**src/rtl/stat_pkg.sv**
```systemverilog
`default_nettype none
// +----------------------------------------------------------------------+
// | Module   : stat_pkg                                                  |
// | Purpose  : Shared constants and FSM encoding for stat_finalize.      |
// |            DEF_FRAC_BITS / DEF_DIV_W are the default fixed-point     |
// |            fraction width and divider length; MEAN_W / VAR_W are the |
// |            result widths; LATENCY is start-to-done for N != 0.       |
// | Revision : 1.0  initial release                                      |
// +----------------------------------------------------------------------+
package stat_pkg;

  localparam int DEF_FRAC_BITS = 8;
  localparam int DEF_DIV_W     = 64;
  localparam int DVSR_W        = 16;
  localparam int MEAN_W        = 24;
  localparam int VAR_W         = 40;
  localparam int LATENCY       = 2 * DEF_DIV_W + 2;

  typedef enum logic [2:0] {
    IDLE     = 3'd0,
    LOAD     = 3'd1,
    DIV_MEAN = 3'd2,
    DIV_MSQ  = 3'd3,
    FINISH   = 3'd4
  } state_t;

endpackage
`default_nettype wire

```
**src/rtl/stat_finalize_if.sv**
```systemverilog
`default_nettype none
// +----------------------------------------------------------------------+
// | Module   : stat_finalize_if                                          |
// | Purpose  : Request/result bundle between the accumulator side        |
// |            (master) and stat_finalize (slave).                       |
// | Ports    : start, sum_in[63:0], sum_square_in[63:0], n_samples[15:0] |
// |            master->slave; busy, done, div_by_zero, mean_out[23:0],   |
// |            var_out[39:0] slave->master.                              |
// | Revision : 1.0  initial release                                      |
// +----------------------------------------------------------------------+
interface stat_finalize_if;
  import stat_pkg::*;

  logic              start;
  logic [63:0]       sum_in;
  logic [63:0]       sum_square_in;
  logic [15:0]       n_samples;
  logic              busy;
  logic              done;
  logic              div_by_zero;
  logic [MEAN_W-1:0] mean_out;
  logic [VAR_W-1:0]  var_out;

  modport master (
    output start, sum_in, sum_square_in, n_samples,
    input  busy, done, div_by_zero, mean_out, var_out
  );

  modport slave (
    input  start, sum_in, sum_square_in, n_samples,
    output busy, done, div_by_zero, mean_out, var_out
  );

endinterface
`default_nettype wire

```
**src/rtl/seq_divider.sv**
```systemverilog
`default_nettype none
// +----------------------------------------------------------------------+
// | Module   : seq_divider                                               |
// | Purpose  : Restoring unsigned DIV_W / DVSR_W divider, one quotient   |
// |            bit per cycle. The load cycle already performs the first  |
// |            iteration, so valid rises DIV_W-1 cycles after load.      |
// | Ports    : clk, reset (sync, active-high), load, dividend, divisor;  |
// |            quotient (held until next load), valid.                   |
// | Revision : 1.0  initial release                                      |
// +----------------------------------------------------------------------+
module seq_divider #(
  parameter int DIV_W  = 64,
  parameter int DVSR_W = 16
) (
  input  wire              clk,
  input  wire              reset,
  input  wire              load,
  input  wire [DIV_W-1:0]  dividend,
  input  wire [DVSR_W-1:0] divisor,
  output logic [DIV_W-1:0] quotient,
  output logic             valid
);

  localparam int              CNT_W  = $clog2(DIV_W + 1);
  localparam logic [CNT_W-1:0] C_LAST = CNT_W'(DIV_W);

  logic [DIV_W-1:0]  r_q;
  logic [DVSR_W-1:0] r_rem;
  logic [DVSR_W-1:0] r_dvsr;
  logic [CNT_W-1:0]  r_cnt;

  logic [DIV_W-1:0]  w_q_src;
  logic [DVSR_W-1:0] w_rem_src;
  logic [DVSR_W-1:0] w_dvsr;
  logic [DVSR_W:0]   w_trial;
  logic              w_fits;
  logic              w_step;

  // On load the step operates on the fresh operands instead of the registers.
  always_comb begin
    w_q_src   = load ? dividend : r_q;
    w_rem_src = load ? '0 : r_rem;
    w_dvsr    = load ? divisor : r_dvsr;
    w_trial   = {w_rem_src, w_q_src[DIV_W-1]};
    w_fits    = (w_trial >= {1'b0, w_dvsr});
  end

  assign w_step = (r_cnt != '0) && (r_cnt != C_LAST);

  always_ff @(posedge clk) begin
    if (reset) begin
      r_q    <= '0;
      r_rem  <= '0;
      r_dvsr <= '0;
      r_cnt  <= '0;
    end else if (load || w_step) begin
      r_q    <= {w_q_src[DIV_W-2:0], w_fits};
      // The true difference is < divisor, so the low DVSR_W bits are exact.
      r_rem  <= w_fits ? (w_trial[DVSR_W-1:0] - w_dvsr) : w_trial[DVSR_W-1:0];
      r_dvsr <= w_dvsr;
      r_cnt  <= load ? CNT_W'(1) : r_cnt + CNT_W'(1);
    end
  end

  assign quotient = r_q;
  assign valid    = (r_cnt == C_LAST);

endmodule
`default_nettype wire

```
**src/rtl/stat_finalize.sv**
```systemverilog
`default_nettype none
// +----------------------------------------------------------------------+
// | Module   : stat_finalize                                             |
// | Purpose  : Mean and population variance of accumulated samples in    |
// |            unsigned Q.FRAC_BITS, using one shared sequential divider |
// |            for sum/N and sum_square/N.                               |
// | Ports    : clk, reset (sync, active-high), bus (stat_finalize_if     |
// |            slave: start, sum_in, sum_square_in, n_samples, busy,     |
// |            done, div_by_zero, mean_out, var_out).                    |
// | Options  : STAT_ROUND_EN - adds N>>1 to each dividend (round half    |
// |            up); undefined gives truncating division.                 |
// | Revision : 1.0  initial release                                      |
// +----------------------------------------------------------------------+
module stat_finalize
  import stat_pkg::*;
#(
  parameter int FRAC_BITS = DEF_FRAC_BITS,
  parameter int DIV_W     = DEF_DIV_W
) (
  input wire             clk,
  input wire             reset,
  stat_finalize_if.slave bus
);

  state_t            r_state;
  state_t            w_state_nxt;

  logic [63:0]       r_sum;
  logic [63:0]       r_sq;
  logic [DVSR_W-1:0] r_n;
  logic [MEAN_W-1:0] r_mean_q;
  logic [MEAN_W-1:0] r_mean_out;
  logic [VAR_W-1:0]  r_var_out;
  logic              r_dbz;

  logic              w_n_zero;
  logic              w_accept;
  logic              w_div_load;
  logic              w_div_valid;
  logic [DIV_W-1:0]  w_div_dvd;
  logic [DIV_W-1:0]  w_quot;
  logic [DIV_W-1:0]  w_bias;
  logic [DIV_W-1:0]  w_mean_dvd;
  logic [DIV_W-1:0]  w_msq_dvd;
  logic [2*MEAN_W-1:0] w_prod;
  logic [DIV_W-1:0]  w_prod_ext;
  logic [DIV_W-1:0]  w_d;
  logic [VAR_W-1:0]  w_var;
  logic              w_mean_cap;
  logic              w_res_cap;
  logic              w_busy;
  logic              w_done;

  assign w_n_zero = (r_n == '0);
  assign w_accept = (r_state == IDLE) && bus.start;

`ifdef STAT_ROUND_EN
  assign w_bias = DIV_W'(r_n >> 1);
`else
  assign w_bias = '0;
`endif

  assign w_mean_dvd = DIV_W'(r_sum << FRAC_BITS) + w_bias;
  assign w_msq_dvd  = DIV_W'(r_sq << (2 * FRAC_BITS)) + w_bias;

  // In DIV_MSQ the divider quotient is msq_q; the result is formed from it
  // directly so the outputs are already valid in the FINISH (done) cycle.
  assign w_prod     = {{MEAN_W{1'b0}}, r_mean_q} * {{MEAN_W{1'b0}}, r_mean_q};
  assign w_prod_ext = DIV_W'(w_prod);
  assign w_d        = (w_quot >= w_prod_ext) ? (w_quot - w_prod_ext) : '0;
  assign w_var      = VAR_W'(w_d >> FRAC_BITS);

  seq_divider #(
    .DIV_W  (DIV_W),
    .DVSR_W (DVSR_W)
  ) u_div (
    .clk      (clk),
    .reset    (reset),
    .load     (w_div_load),
    .dividend (w_div_dvd),
    .divisor  (r_n),
    .quotient (w_quot),
    .valid    (w_div_valid)
  );

  always_ff @(posedge clk) begin
    if (reset) begin
      r_state <= IDLE;
    end else begin
      r_state <= w_state_nxt;
    end
  end

  always_comb begin
    w_state_nxt = r_state;
    case (r_state)
      IDLE:     if (bus.start) w_state_nxt = LOAD;
      LOAD:     w_state_nxt = w_n_zero ? IDLE : DIV_MEAN;
      DIV_MEAN: if (w_div_valid) w_state_nxt = DIV_MSQ;
      DIV_MSQ:  if (w_div_valid) w_state_nxt = FINISH;
      FINISH:   w_state_nxt = IDLE;
      default:  w_state_nxt = IDLE;
    endcase
  end

  always_comb begin
    w_div_load = 1'b0;
    w_div_dvd  = w_mean_dvd;
    w_mean_cap = 1'b0;
    w_res_cap  = 1'b0;
    w_busy     = 1'b0;
    w_done     = 1'b0;
    case (r_state)
      LOAD: begin
        w_div_load = !w_n_zero;
        w_done     = w_n_zero;
      end
      DIV_MEAN: begin
        w_busy     = 1'b1;
        w_div_dvd  = w_msq_dvd;
        w_div_load = w_div_valid;
        w_mean_cap = w_div_valid;
      end
      DIV_MSQ: begin
        w_busy    = 1'b1;
        w_res_cap = w_div_valid;
      end
      FINISH: begin
        w_busy = 1'b1;
        w_done = 1'b1;
      end
      default: ;
    endcase
  end

  always_ff @(posedge clk) begin
    if (reset) begin
      r_sum      <= '0;
      r_sq       <= '0;
      r_n        <= '0;
      r_mean_q   <= '0;
      r_mean_out <= '0;
      r_var_out  <= '0;
      r_dbz      <= 1'b0;
    end else begin
      if (w_accept) begin
        r_sum <= bus.sum_in;
        r_sq  <= bus.sum_square_in;
        r_n   <= bus.n_samples;
        // N==0 finishes in LOAD, so its zero result is staged on acceptance
        // to be visible together with done.
        r_dbz <= (bus.n_samples == '0);
        if (bus.n_samples == '0) begin
          r_mean_out <= '0;
          r_var_out  <= '0;
        end
      end
      if (w_mean_cap) begin
        r_mean_q <= MEAN_W'(w_quot);
      end
      if (w_res_cap) begin
        r_mean_out <= r_mean_q;
        r_var_out  <= w_var;
      end
    end
  end

  assign bus.busy        = w_busy;
  assign bus.done        = w_done;
  assign bus.div_by_zero = r_dbz;
  assign bus.mean_out    = r_mean_out;
  assign bus.var_out     = r_var_out;

endmodule
`default_nettype wire
```
**src/flat_wrapper.sv**
```systemverilog
// flat-port wrapper written by rule: the top's interface ports become plain ports
module stat_finalize_flat import stat_pkg::*;
#(
  parameter int FRAC_BITS = DEF_FRAC_BITS,
  parameter int DIV_W     = DEF_DIV_W
)
  (clk, reset, bus_start, bus_sum_in, bus_sum_square_in, bus_n_samples, bus_busy, bus_done, bus_div_by_zero, bus_mean_out, bus_var_out);
  stat_finalize_if bus_i ();
  input wire clk;
  input wire reset;
  input wire logic [$bits(bus_i.start)-1:0] bus_start;
  input wire logic [$bits(bus_i.sum_in)-1:0] bus_sum_in;
  input wire logic [$bits(bus_i.sum_square_in)-1:0] bus_sum_square_in;
  input wire logic [$bits(bus_i.n_samples)-1:0] bus_n_samples;
  output wire logic [$bits(bus_i.busy)-1:0] bus_busy;
  output wire logic [$bits(bus_i.done)-1:0] bus_done;
  output wire logic [$bits(bus_i.div_by_zero)-1:0] bus_div_by_zero;
  output wire logic [$bits(bus_i.mean_out)-1:0] bus_mean_out;
  output wire logic [$bits(bus_i.var_out)-1:0] bus_var_out;
  assign bus_i.start = bus_start;
  assign bus_i.sum_in = bus_sum_in;
  assign bus_i.sum_square_in = bus_sum_square_in;
  assign bus_i.n_samples = bus_n_samples;
  assign bus_busy = bus_i.busy;
  assign bus_done = bus_i.done;
  assign bus_div_by_zero = bus_i.div_by_zero;
  assign bus_mean_out = bus_i.mean_out;
  assign bus_var_out = bus_i.var_out;
  stat_finalize #(.FRAC_BITS(FRAC_BITS), .DIV_W(DIV_W)) u_core (.clk(clk), .reset(reset), .bus(bus_i));
endmodule
```
**config.mk**
```make
export PLATFORM = sky130hd
export DESIGN_NAME = stat_finalize_flat
export DESIGN_NICKNAME = d
export VERILOG_FILES = /design/src/rtl/stat_pkg.sv /design/src/rtl/stat_finalize_if.sv /design/src/rtl/seq_divider.sv /design/src/rtl/stat_finalize.sv /design/src/flat_wrapper.sv
export SDC_FILE = /design/constraint.sdc
export NUM_CORES = 2
export LEC_CHECK = 0
export ABC_AREA = 1
export CAP_MARGIN = 25
export CORE_MARGIN = 5
export CORE_UTILIZATION = 55
export CTS_CLUSTER_SIZE = 25
export DETAILED_ROUTE_END_ITERATION = 16
export DONT_BUFFER_PORTS = 1
export PLACE_DENSITY = 0.78
export SLEW_MARGIN = 15
export SYNTH_ARGS = -nofsm -noshare
export SYNTH_HDL_FRONTEND = slang
export SYNTH_HIERARCHICAL = 1
export SYNTH_SLANG_ARGS = --single-unit
```
**constraint.sdc**
```tcl
create_clock -name clk -period 10.1 [get_ports clk]
set_input_delay 1.515 -clock clk [delete_from_list [all_inputs] [get_ports clk]]
set_output_delay 1.515 -clock clk [all_outputs]
set_load 0.01 [all_outputs]
```
[Word level (Yosys, flattened, before mapping)]
Index checks and enable logic that the tools add are counted.
Operators by class
  reductions and logical operators: 13
  $mul: 1
  add/sub/neg operators: 3
  multiplexer cells: 23
  order comparisons: 2
  eq/ne operators: 9
Operators by type and width (count)
  2-to-1 mux 64 bit: 2
  2-to-1 mux 40 bit: 3
  2-to-1 mux 24 bit: 3
  >= comparator 64 x 48 -> 1 bit: 1
  multiplier 24 x 24 -> 48 bit: 1
  2-to-1 mux 16 bit: 3
  2-to-1 mux 48 bit: 1
  subtractor 48 bit: 1
  logical NOT 16 bit: 2
  >= comparator 17 x 16 -> 1 bit: 1
  subtractor 16 bit: 1
  one-hot mux 3 bit (4 select lines): 1
  2-to-1 mux 3 bit: 3
  adder 7 x 1 -> 7 bit (second input constant): 1
  equality test 7 bit (second input constant): 1
  2-to-1 mux 7 bit: 1
  != test 7 bit (second input constant): 1
  nonzero test 7 bit: 1
  equality test 3 x 2 -> 1 bit (second input constant): 2
  != test 2 x 1 -> 1 bit (second input constant): 2
  one-hot mux 1 bit (2 select lines): 2
  nonzero test 2 bit: 2
  equality test 3 x 1 -> 1 bit (second input constant): 1
  equality test 3 bit (second input constant): 1
  10 further kinds: 13
Storage, ports and cells
  register bits: 315
  bits of input ports: 147
  output and inout bits: 67
  logic and storage cells: 63

[Longest topological paths before layout]
  depth after elaboration: 6
  depth in mapped cells: 42
  gate-level depth less buffers: 40

[By module]
Netlist, hierarchy kept.
By module, submodules not included
  stat_finalize: seq. area each 4244.1 µm², area each 29291.8 µm², cells an instance 4061, instances 1
  seq_divider: seq. area each 2062.0 µm², area each 5415.2 µm², cells an instance 785, instances 1

[Worst setup path after synthesis]
No wires, ideal clock.
  path kind: flip-flop to flip-flop
  start: reg u_core.r_mean_q[3]
  end: reg u_core.r_var_out[24], in the netlist u_core/bus.var_out[24]
  path slack: 2541 ps
  cell stages (with the launch flop): 36
  buffers on the path: 3
  required time: 9968 ps
  library setup time: 132 ps
  clock period less this slack: 7559 ps
  arrival time: 7427 ps
  cells stage by stage: dfxtp_1 > clkbuf_1 > clkbuf_1 > nand2_1 > fa_1 > inv_1 > fa_1 > inv_1 > fa_1 > fa_1 > inv_1 > fa_1 > fa_1 > inv_1 > fa_1 > inv_1 > ha_1 > nand2_1 > o21ai_0 > a21oi_1 > o21ai_0 > inv_1 > nand2_1 > a21oi_1 > xor2_1 > ha_1 > nand2_1 > inv_1 > nand2_1 > nand3_1 > o21bai_1 > a21oi_1 > nand3_4 > buf_8 > nand3_1 > a21oi_1
On the way
  longest elaborated chain between the ends: 4
  elaborated cells on any way between the ends: 5
  classes of those cells: add/sub (1); mul (1); order compare (1); mux (2)
RTL lines
  start, declared: RTL line stat_finalize.sv:31  | logic [MEAN_W-1:0] r_mean_q;
  start signal, assigned: RTL line stat_finalize.sv:159  | r_mean_q <= MEAN_W'(w_quot);
  multiplier 24 x 24 -> 48 bit (*): RTL line stat_finalize.sv:68  | assign w_prod = {{MEAN_W{1'b0}}, r_mean_q} * {{MEAN_W{1'b0}}, r_mean_q};
  >= comparator 64 x 48 -> 1 bit / subtractor 48 bit (equally long branches): RTL line stat_finalize.sv:70  | assign w_d = (w_quot >= w_prod_ext) ? (w_quot - w_prod_ext) : '0;
  2-to-1 mux 48 bit (*): RTL line stat_finalize.sv:70
  2-to-1 mux 40 bit (*): RTL line stat_finalize.sv:161  | if (w_res_cap) begin
  end signal, assigned: RTL line stat_finalize.sv:163  | r_var_out <= w_var;
  end, declared: RTL line stat_finalize.sv:33  | logic [VAR_W-1:0] r_var_out;
Mark *: on every way between the ends. The rest lies on a longest branch, timed or not.
A chain may end at the register's enable or synchronous reset.

[Worst setup path after layout]
  start: reg u_core.r_mean_q[5]
  end: reg u_core.r_var_out[20], in the netlist u_core/bus.var_out[20]
The elaborated chain is that of the path after synthesis.

==> flow_summary.ini <==
[finish]
final_cell_mix = inv_1, nand2_1, fa_1, dfxtp_1, a21oi_1
fill_cells = 5832
regArea_um2 = 6310
final_common_cell = inv_1
area_delta_synth_final_pct = 5.36
multi_input_area_um2 = 23100
stdcell_area_um2 = 36600
drive_above_1_share = 0.0302
nNetsFinal = 5570

[timing]
finalSetupTns_ns = 0
worst_pin_slew_ns = 0.960
relSlewSlack = 0.359
rsz0062_at_grt = no
drv_slew = 0
min_period_ns = 9.40
hold_viol = 0
setup_viol = 0
clock_skew_ns = 0.0515
fmax_mhz = 106
post-route-period-util = 0.930

[route]
vias = 29448
first_pass_iters = 8
drtIter0Drc = 1964
viasPerCell = 5.24
postRouteAntennaNets = 0
wl_per_cell_um = 16.8
drt_wl_total_um = 94400
drc_errors = 0

[global_routing]
grtUsageTotal = 0.280
grt_pass1_wl_um = 153000
grt_max_degree = 143
gr-total-overflow = 0
antenna_found_initial = 9
first_global_vias = 29798

[floorplan]
std_cell_rows = 92
core_um2 = 62700
initial_core_util = 0.553
io_pins = 214
dieArea_um2 = 68200
dieWidth_um = 261
die_h_um = 261

[clock_tree]
clockBufferDepth = 3
clock-sinks = 315
clk_pin_slew_ns = 0.06
post-cts-setup-buffers = 0
post_cts_resize_count = 0
cts_tree = built
cts_max_level = 2
cts-root-buf = clkbuf_16
cts_made_buffers = 36
postCtsHoldBufs = 0
worst_skew_pair.late_latency_ns = 0.58

[logic_synthesis]
synth_edf_count = 0
avgSynthCellArea_um2 = 7.16
yosysUniqueCellTypes = 49
yosysWarnings = 6
syn_area_um2 = 34700
synth_top_flop_cell = dfxtp_1
synth-async-reset-ratio = 0
syn_inst = 4846
synth-seq-area-share = 0.182
synth_seq_cells = 315

[setup_path]
crit_slowest_cell = dfxtp_1
critPathMaxFanout = 40
reg2reg_from = u_core/r_mean_q[5]
crit_family = adder cells
critPathBufInv = 8
crit_path_end_kind = flop
critPathRequiredTime_ns = 10.57
rrSetupSlack_ns = 0.70
startpoint_type = flop
path_class = reg -> reg
worstPathArrival_ns = 9.87
slowest_delay_ns = 0.94
r2r_cells = 31
r2r-end = u_core/bus.var_out[20]

[status]
status = finished, final reports clean

[placed_design]
io_buffers = 0
place.gp.congestion = 1.02
dp.final_hpwl_um = 77000
place_area_um2 = 35400

[worst_hold_path]
hold_class = reg -> reg
min-delay-start = u_core/r_sum[12]
min_path_cells = 2
min_to = u_core/r_sum[12]

[power_and_ir_drop]
power_density_nw_per_um2 = 158
leakagePower_nw = 19.8
ir_worst_vdd_uv = 177

[job]
cap_violations = 0
registers in the layout, indices dropped and copies added (netlist names):
register	count
u_core/r_mean_q	24
u_core/r_sum	56
u_core/u_div/r_dvsr	16
u_core/r_sq	48
u_core/u_div/r_rem	16
u_core/u_div/quotient	64
u_core/r_n	16
u_core/u_div/r_cnt	7
u_core/r_state	3
u_core/bus.mean_out	24
u_core/bus.var_out	40
u_core/bus.div_by_zero	1
tightest hold or removal path: stages (launching register included):
cell	delay, ns
dfxtp_1	0.31
inv_1	0.04
a21oi_1	0.05
synth_stat cells, types with 5 or more instances:
cell / count / share of area
a21oi_1: 300 / 0.043
and2_1: 5 / 0.00090
nand4_1: 35 / 0.0063
nor4_1: 13 / 0.0023
clkbuf_1: 139 / 0.015
a21o_1: 8 / 0.0017
nand3_1: 209 / 0.030
nor2_1: 243 / 0.026
buf_2: 21 / 0.0030
o21ai_0: 273 / 0.039
nand3b_1: 15 / 0.0032
xnor2_1: 31 / 0.0078
nand2_2: 16 / 0.0029
xor2_1: 51 / 0.013
nor3_1: 19 / 0.0027
dfxtp_1: 315 / 0.18
nand2_1: 1110 / 0.12
o21bai_1: 14 / 0.0030
fa_1: 427 / 0.25
buf_6: 5 / 0.0016
inv_1: 1200 / 0.13
mux2i_1: 15 / 0.0043
buf_1: 12 / 0.0013
ha_1: 243 / 0.088
a31oi_1: 70 / 0.013
nor2_2: 7 / 0.0013
per-layer routing:
layer	up-vias	GRT usage	part of all wire
li1	14430	-	-
met1	13838	0.363	0.42
met2	957	0.472	0.47
met3	207	0.0493	0.070
met4	16	0.101	0.040
met5	-	0	0.0010
power by group:
group          switching [mW]  total (mW)  internal, mW
Clock                   0.549        1.27         0.725
Combinational            2.10        3.00         0.902
Sequential             0.0967        1.49          1.39
Total                    2.74        5.76          3.02
metrics by stage:
stage	util	power (mW)	hold WS, ns	instances	setup WS, ns
5_1_grt	0.583	6.22	0.458	5622	0.260
4_1_cts	0.582	5.73	0.445	5620	0.804
3_3_place_gp	0.564	4.42	0.433	5560	0.948
6_report	0.583	5.76	0.444	5622	0.705
2_1_floorplan	-	3.81	0.424	4853	2.54
3_5_place_dp	0.564	4.45	0.436	5560	0.899
logic make-up (layout without fill, tap and decap cells):
| family | after synthesis | in the layout | share of synthesized area |
|---|---|---|---|
| mux | 15 | 15 | 0.00433 |
| compound gates | 682 | 682 | 0.104 |
| other cells | 1 | 9 | 0.000108 |
| flops | 315 | 315 | 0.182 |
| buf+inv | 1389 | 1311 | 0.153 |
| fa+ha+maj | 670 | 670 | 0.334 |
| simple gates | 1692 | 1692 | 0.202 |
| xor+xnor | 82 | 82 | 0.0207 |
layout make-up:
cell class / instances / share of cell area
Clock inverter: 11 / 0.00465
Antenna cell: 1 / 0.0000684
Sequential cell: 315 / 0.172
Timing Repair Buffer: 43 / 0.0101
Multi-Input combinational cell: 3149 / 0.633
Clock buffer: 49 / 0.0271
Inverter: 1208 / 0.124
Tap cell: 846 / 0.0289
worst max-delay path by stage:
stage,from,to,slack (ns),cells after the start
floorplan,u_core/r_mean_q[3],u_core/bus.var_out[24],2.54,35
global placement,u_core/r_mean_q[8],u_core/bus.var_out[20],0.95,34
detailed placement,u_core/r_mean_q[8],u_core/bus.var_out[20],0.90,34
CTS,u_core/r_mean_q[5],u_core/bus.var_out[20],0.80,31
global route,u_core/r_mean_q[8],u_core/bus.var_out[20],0.26,37
finish,u_core/r_mean_q[5],u_core/bus.var_out[20],0.70,31
No activity file was read; power rests on OpenSTA's default activity.
